===== src/rtl/bldc_commutator.sv =====
// BLDC six-step commutator: filtered hall decode, PWM with period-aligned duty
// update, dead-time gate sequencing, invalid-hall fault latch and hall-period timer.
module bldc_commutator #(
  parameter int unsigned FILTER_CYCLES = 8,
  parameter int unsigned DEAD_CYCLES   = 24,
  parameter int unsigned PERIOD_W      = 24
) (
  input  logic                iCLK,
  input  logic                iRESETn,
  input  logic                iENABLE,
  input  logic                iDIR,
  input  logic [10:0]         iDUTY,
  input  logic [2:0]          iHALL,
  input  logic                iFAULT_CLR,
  output logic [5:0]          oPHASES,
  output logic [2:0]          oHALL_CODE,
  output logic                oFAULT,
  output logic [PERIOD_W-1:0] oHALL_PERIOD,
  output logic                oPERIOD_VALID
);

  localparam int unsigned PWM_W  = 11;
  localparam int unsigned FILT_W = 8;
  localparam int unsigned DEAD_W = 8;
  localparam int unsigned HALL_W = 3;
  localparam int unsigned PH_W   = 6;

  localparam logic [FILT_W-1:0]   FILT_MAX   = '1;
  localparam logic [FILT_W-1:0]   FILT_THR   = FILT_W'(FILTER_CYCLES);
  localparam logic [DEAD_W-1:0]   DEAD_LOAD  = DEAD_W'(DEAD_CYCLES);
  localparam logic [PERIOD_W-1:0] PERIOD_MAX = '1;
  localparam logic [PWM_W-1:0]    PWM_TOP    = '1;

  logic [HALL_W-1:0]   r_hall_s1;
  logic [HALL_W-1:0]   r_hall_s2;
  logic [HALL_W-1:0]   r_hall_prev;
  logic [FILT_W-1:0]   r_filt_cnt;
  logic [HALL_W-1:0]   r_hall_code;
  logic                r_fault;
  logic [PERIOD_W-1:0] r_per_cnt;
  logic [PERIOD_W-1:0] r_period;
  logic                r_period_valid;
  logic [PWM_W-1:0]    r_pwm_cnt;
  logic [PWM_W-1:0]    r_duty;
  logic [DEAD_W-1:0]   r_dead;
  logic [PH_W-1:0]     r_target_prev;
  logic [PH_W-1:0]     r_phases;

  logic [FILT_W-1:0]   w_filt_nxt;
  logic                w_accept;
  logic                w_new_invalid;
  logic                w_code_valid;
  logic                w_pwm_on;
  logic [PH_W-1:0]     w_fwd;
  logic [PH_W-1:0]     w_target;
  logic                w_reload;
  logic                w_turn_on;

  // Two-flop synchroniser plus previous-sample register for the stability filter
  always_ff @(posedge iCLK or negedge iRESETn) begin
    if (!iRESETn) begin
      r_hall_s1   <= '0;
      r_hall_s2   <= '0;
      r_hall_prev <= '0;
      r_filt_cnt  <= '0;
    end else begin
      r_hall_s1   <= iHALL;
      r_hall_s2   <= r_hall_s1;
      r_hall_prev <= r_hall_s2;
      r_filt_cnt  <= w_filt_nxt;
    end
  end

  // Number of consecutive cycles the synchronised sample has held its value
  always_comb begin
    w_filt_nxt = r_filt_cnt;
    if (r_hall_s2 != r_hall_prev) begin
      w_filt_nxt = FILT_W'(1);
    end else if (r_filt_cnt != FILT_MAX) begin
      w_filt_nxt = r_filt_cnt + FILT_W'(1);
    end
  end

  assign w_accept      = (w_filt_nxt >= FILT_THR) && (r_hall_s2 != r_hall_code);
  assign w_new_invalid = (r_hall_s2 == 3'b000) || (r_hall_s2 == 3'b111);
  assign w_code_valid  = (r_hall_code != 3'b000) && (r_hall_code != 3'b111);

  // Accepted code, fault latch (set wins over clear) and hall-period timer
  always_ff @(posedge iCLK or negedge iRESETn) begin
    if (!iRESETn) begin
      r_hall_code    <= '0;
      r_fault        <= 1'b0;
      r_per_cnt      <= '0;
      r_period       <= '0;
      r_period_valid <= 1'b0;
    end else begin
      if (w_accept) begin
        r_hall_code <= r_hall_s2;
      end
      if (w_accept && w_new_invalid) begin
        r_fault <= 1'b1;
      end else if (iFAULT_CLR && w_code_valid) begin
        r_fault <= 1'b0;
      end
      if (w_accept && !w_new_invalid) begin
        r_period       <= r_per_cnt;
        r_period_valid <= 1'b1;
        r_per_cnt      <= PERIOD_W'(1);
      end else begin
        r_period_valid <= 1'b0;
        if (r_per_cnt != PERIOD_MAX) begin
          r_per_cnt <= r_per_cnt + PERIOD_W'(1);
        end
      end
    end
  end

  // Free-running PWM; duty only changes at the wrap so no period is truncated
  always_ff @(posedge iCLK or negedge iRESETn) begin
    if (!iRESETn) begin
      r_pwm_cnt <= '0;
      r_duty    <= '0;
    end else begin
      r_pwm_cnt <= r_pwm_cnt + PWM_W'(1);
      if (r_pwm_cnt == PWM_TOP) begin
        r_duty <= iDUTY;
      end
    end
  end

  assign w_pwm_on = (r_pwm_cnt < r_duty);

  // Forward six-step table, bits {AH,AL,BH,BL,CH,CL}
  always_comb begin
    w_fwd = '0;
    case (r_hall_code)
      3'd5:    w_fwd = 6'b100100;
      3'd1:    w_fwd = 6'b100001;
      3'd3:    w_fwd = 6'b001001;
      3'd2:    w_fwd = 6'b011000;
      3'd6:    w_fwd = 6'b010010;
      3'd4:    w_fwd = 6'b000110;
      default: w_fwd = '0;
    endcase
  end

  // Reverse swaps high and low gate within each phase
  always_comb begin
    w_target = '0;
    if (iENABLE && !r_fault && w_pwm_on) begin
      if (iDIR) begin
        w_target = {w_fwd[4], w_fwd[5], w_fwd[2], w_fwd[3], w_fwd[0], w_fwd[1]};
      end else begin
        w_target = w_fwd;
      end
    end
  end

  assign w_reload  = (|(w_target & ~r_phases)) && (w_target != r_target_prev);
  assign w_turn_on = w_reload ? (DEAD_LOAD == '0) : (r_dead <= DEAD_W'(1));

  // Turn-off is immediate; turn-on waits for the dead counter to run out
  always_ff @(posedge iCLK or negedge iRESETn) begin
    if (!iRESETn) begin
      r_target_prev <= '0;
      r_dead        <= '0;
      r_phases      <= '0;
    end else begin
      r_target_prev <= w_target;
      if (w_reload) begin
        r_dead <= DEAD_LOAD;
      end else if (r_dead != '0) begin
        r_dead <= r_dead - DEAD_W'(1);
      end
      if (w_target != r_phases) begin
        r_phases <= w_turn_on ? w_target : (r_phases & w_target);
      end
    end
  end

  assign oPHASES       = r_phases;
  assign oHALL_CODE    = r_hall_code;
  assign oFAULT        = r_fault;
  assign oHALL_PERIOD  = r_period;
  assign oPERIOD_VALID = r_period_valid;

endmodule


===== config.mk =====
export PLATFORM = sky130hd
export DESIGN_NAME = bldc_commutator
export DESIGN_NICKNAME = d
export VERILOG_FILES = /design/src/rtl/bldc_commutator.sv
export SDC_FILE = /design/constraint.sdc
export NUM_CORES = 1
export LEC_CHECK = 0
export BUFFER_PORTS_ARGS = -buffer_cell sky130_fd_sc_hd__buf_2
export CAP_MARGIN = 5
export CORE_MARGIN = 3
export CORE_UTILIZATION = 40
export CTS_BUF_LIST = sky130_fd_sc_hd__clkbuf_4 sky130_fd_sc_hd__clkbuf_8
export DETAILED_ROUTE_END_ITERATION = 7
export MAX_ROUTING_LAYER = met4
export RECOVER_POWER = 25
export SLEW_MARGIN = 40
export SYNTH_ARGS = -nofsm -noshare
export SYNTH_HDL_FRONTEND = slang
export SYNTH_SLANG_ARGS = --single-unit

===== constraint.sdc =====
create_clock -name iCLK -period 5.9 [get_ports iCLK]
set_input_delay 0.59 -clock iCLK [delete_from_list [all_inputs] [get_ports iCLK]]
set_output_delay 0.59 -clock iCLK [all_outputs]
set_load 0.05 [all_outputs]

==> run_results.csv <==
group,metric,value,unit
floorplan,fp.coreArea,13500,sq um
clock_network,clock_latency,0.39,ns
setup_path,critical_path_fanout_max,7,
grt,initial_antenna_violation_count,0,
clock_network,cts_hold_buffers_added,0,
drt,drtIter0Drc,281,
setup_path,setup.worst_path.start,"r_pwm_cnt[10]$_DFF_PN0_",
grt,first_global_vias,3915,
synth,leading_cell_type_by_number_of_instances_after_synthesis,"dfrtp_1",
cells_and_area,nFillCells,1262,
setup_path,cp.arrival,4.12,ns
drt,via_per_inst,5.28,
power_and_ir_drop,power_leakage,3.02,nW
clock_network,cts_max_level,3,
drt,route.detailed.wl_per_inst,14.8,um
grt,met1_usage,19.0,%
clock_network,clock_buffer_depth,2,
timing,maxSlewHeadroom,-31.7,%
cells_and_area,drive_gt1_share,22.3,%
grt,wire_length_of_the_first_global_routing_pass,19100,um
placed_design,place.gp.congestion,0.845,
cells_and_area,area.growth.synth_to_final,10.4,%
power_and_ir_drop,post_route_total_power,0.00139,W
floorplan,io_pins,54,
synth,cell_taking_the_most_area_after_synthesis,"dfrtp_1",
floorplan,die-width,125,um
drt,first_drt_pass_iteration_count,4,
placed_design,detailedPlacementHpwl,7850,um
setup_path,worst_setup_path_start_kind,"register",
drt,postRouteWirelength,11000,um
timing,timing.clock.skew,0.0115,ns
synth,synth_largest_type_area_fraction,49.8,%
synth,synth_seq_area_share,49.8,%
clock_network,postCtsSetupRepairBufs,0,
synth,syn_nets,559,
power_and_ir_drop,pwr_density_cell,223,nW/um^2
grt,globalRouteMet3Util,4.46,%
synth,syn_avg_cell_area,11.0,sq um
drt,final_antenna_net_count,0,
run_status,failed_checks,"max-capacitance violations, max-slew violations",
run_status,outcome,"complete, but fails checks",
synth,synthesis.area,5630,sq um
grt,met2_usage,24.1,%
cells_and_area,multiInputGateArea,2610,sq um
setup_path,crit-reg2reg-capture,"oPHASES[0]$_DFFE_PN0P_",
setup_path,worstReg2RegStart,"r_pwm_cnt[10]$_DFF_PN0_",
clock_network,reg_clk_slew_reported_paths,0.10,ns
clock_network,cts-root-buf,"clkbuf_8",
synth,number_of_enable_flip_flop_cells_after_synthesis,0,
clock_network,tritoncts_clock_tree,"yes",
synth,synth.area.top_cells,"dfrtp_1 (50%), mux2_2 (8.0%), ha_1 (6.0%), nor2_1 (4.0%), xnor2_1 (3.7%)",
placed_design,port_buffers,53,
setup_path,regToRegSetupSlack,2.04,ns
power_and_ir_drop,irDropWorstVdd,0.164,mV
job,max_cap_violations,2,
timing,rsz0062_at_grt,"false",
timing,max_slew.worst_pin.slew,1.98,ns
timing,max_freq,0.259,GHz
timing,setup_total_negative_slack,0,ns
setup_path,critPathCapture,"oPHASES[0]$_DFFE_PN0P_",
cells_and_area,number_of_antenna_repair_diodes,0,
grt,grt_overflow,0,
cells_and_area,seq_area,2800,sq um
synth,synth_commonest_cells,"dfrtp_1 (112), nor2_1 (60), mux2_2 (40)",
timing,maxSlewViolCount,115,
synth,yosysWarningCount,0,
min_path,hold_path.class,"primary input to register",
timing,min_period,3.86,ns
clock_network,cts-resized-gates,0,
synth,synth_cell_type_count,60,
floorplan,dieArea,15500,sq um
synth,dominantRegCellSynth,"dfrtp_1",
clock_network,clock_buffer_count_from_cts,9,
floorplan,floorplan.initialDensity,41.7,%
clock_network,clkSinkCount,112,
floorplan,floorplan.rows,42,
setup_path,kind_of_capture_point_of_the_worst_setup_path,"register",
cells_and_area,finish.net_count,606,
setup_path,setup.worst_path.class,"register to register",
synth,ys_seq_elements,112,
setup_path,cp_data_required_time,6.16,ns
floorplan,die_h,125,um
timing,finalHoldViolations,0,
timing,worst_hold_slack_after_final_layout,0.319,ns
setup_path,timing.reg2reg.worst_path_depth,13,
drt,dr_total_vias,3909,
timing,final_min_period_over_clock_period,65.4,%
synth,netlist_instances,513,
grt,largest_net_degree_at_the_start_of_global_routing,83,
synth,async_set_reset_flop_share_out_of_synthesis,100,%
timing,finalSetupViolCount,0,
drt,number_of_remaining_drc_errors,0,
grt,grt.total_usage,15.2,%
grt,grt_most_used_layer,"met2",
==> kinds of logic (layout without fill, tap and decap cells) <==
kind of cell	Yosys count	count (layout)	synth area share, %
XOR/XNOR	40	40	6.23
adder cells (fa/ha/maj)	27	27	6.00
buffers and inverters	50	102	3.91
AO/OA/AOI/OAI	49	49	6.98
flip-flops	112	112	49.8
AND/OR/NAND/NOR	186	186	17.1
multiplexers	49	49	9.92
==> power by group <==
| group | internal, W | switching (W) | total (W) | leakage [nW] |
|---|---|---|---|---|
| Clock | 0.000175 | 0.000263 | 0.000438 | 0.0994 |
| Sequential | 0.000798 | 0.0000399 | 0.000838 | 1.45 |
| Combinational | 0.0000409 | 0.0000711 | 0.000112 | 1.47 |
| Total | 0.00101 | 0.000374 | 0.00139 | 3.02 |
==> metal layers <==
metal	wire length, um	vias to the layer above
met2	5420	75
met5	0	-
li1	-	1897
met3	426	12
met4	165	0
met1	4990	1925
==> flip-flops by register name, indices dropped and copies added, names as in the netlist <==
| name | count |
|---|---|
| r_hall_prev | 3 |
| oFAULT | 1 |
| r_duty | 11 |
| oPHASES | 6 |
| r_filt_cnt | 8 |
| r_pwm_cnt | 11 |
| oHALL_CODE | 3 |
| r_target_prev | 6 |
| r_hall_s2 | 3 |
| r_hall_s1 | 3 |
| oPERIOD_VALID | 1 |
| oHALL_PERIOD | 24 |
| r_dead | 8 |
| r_per_cnt | 24 |
==> cells in the final DEF, fill, tap and decap left out, types with 3 or more instances in the layout <==
master,instances
a21oi_1,5
a221o_1,6
a311o_1,3
a31oi_1,4
and2_1,3
and3_1,7
and4_1,5
buf_2,52
clkbuf_8,10
dfrtp_1,112
ha_1,27
inv_1,31
mux2_2,40
mux2i_1,7
nand2_1,31
nand2b_1,7
nand3_1,21
nand4_1,8
nor2_1,60
nor2b_1,4
nor3_1,11
nor3b_1,4
nor4_1,11
o21ai_0,7
xnor2_1,24
xor2_1,16
==> cell type report <==
class / instances / share of cell area, %
flip-flops and latches: 112 / 45.1
repair buffers: 55 / 4.45
clock inverters: 5 / 0.624
inverters: 31 / 1.87
clock buffers: 11 / 2.34
multi-input cells: 351 / 42.0
well taps: 176 / 3.55
==> worst max-delay path, stage by stage, from the launching register on <==
cell and delay (ns):
dfrtp_1 0.42, ha_1 0.36, nand4_2 0.16, nor2_1 0.16, nand4_2 0.22, nand2_1 0.26, nor2_1 0.12, ha_1 0.19
or4_1 0.52, nor3_1 0.45, inv_1 0.09, a31oi_1 0.16, o22ai_1 0.21, a221o_1 0.41
==> worst min-delay path by stage <==
| stage | start | end | slack, ns | cells after the start |
|---|---|---|---|---|
| floorplan | iRESETn | oFAULT$_DFFE_PN0P_ | 0.29 | 0 |
| global placement | r_hall_s1[1]$_DFF_PN0_ | r_hall_s2[1]$_DFF_PN0_ | 0.35 | 0 |
| detailed placement | r_hall_s1[0]$_DFF_PN0_ | r_hall_s2[0]$_DFF_PN0_ | 0.35 | 0 |
| CTS | iRESETn | r_per_cnt[5]$_DFFE_PN0P_ | 0.11 | 1 |
| global route | iHALL[0] | r_hall_s1[0]$_DFF_PN0_ | 0.28 | 1 |
| finish | iHALL[2] | r_hall_s1[2]$_DFF_PN0_ | 0.32 | 1 |
==> metrics by stage <==
step,instances,util [%],setup slack (ns),cell area [sq um]
6_report,741,46.0,2.04,6210
2_1_floorplan,513,-,2.59,5630
4_1_cts,741,46.1,2.07,6220
3_3_place_gp,725,44.7,2.27,6030
5_1_grt,741,46.0,1.79,6210
3_5_place_dp,725,44.7,2.11,6040
(Power assumes the default switching activity.)
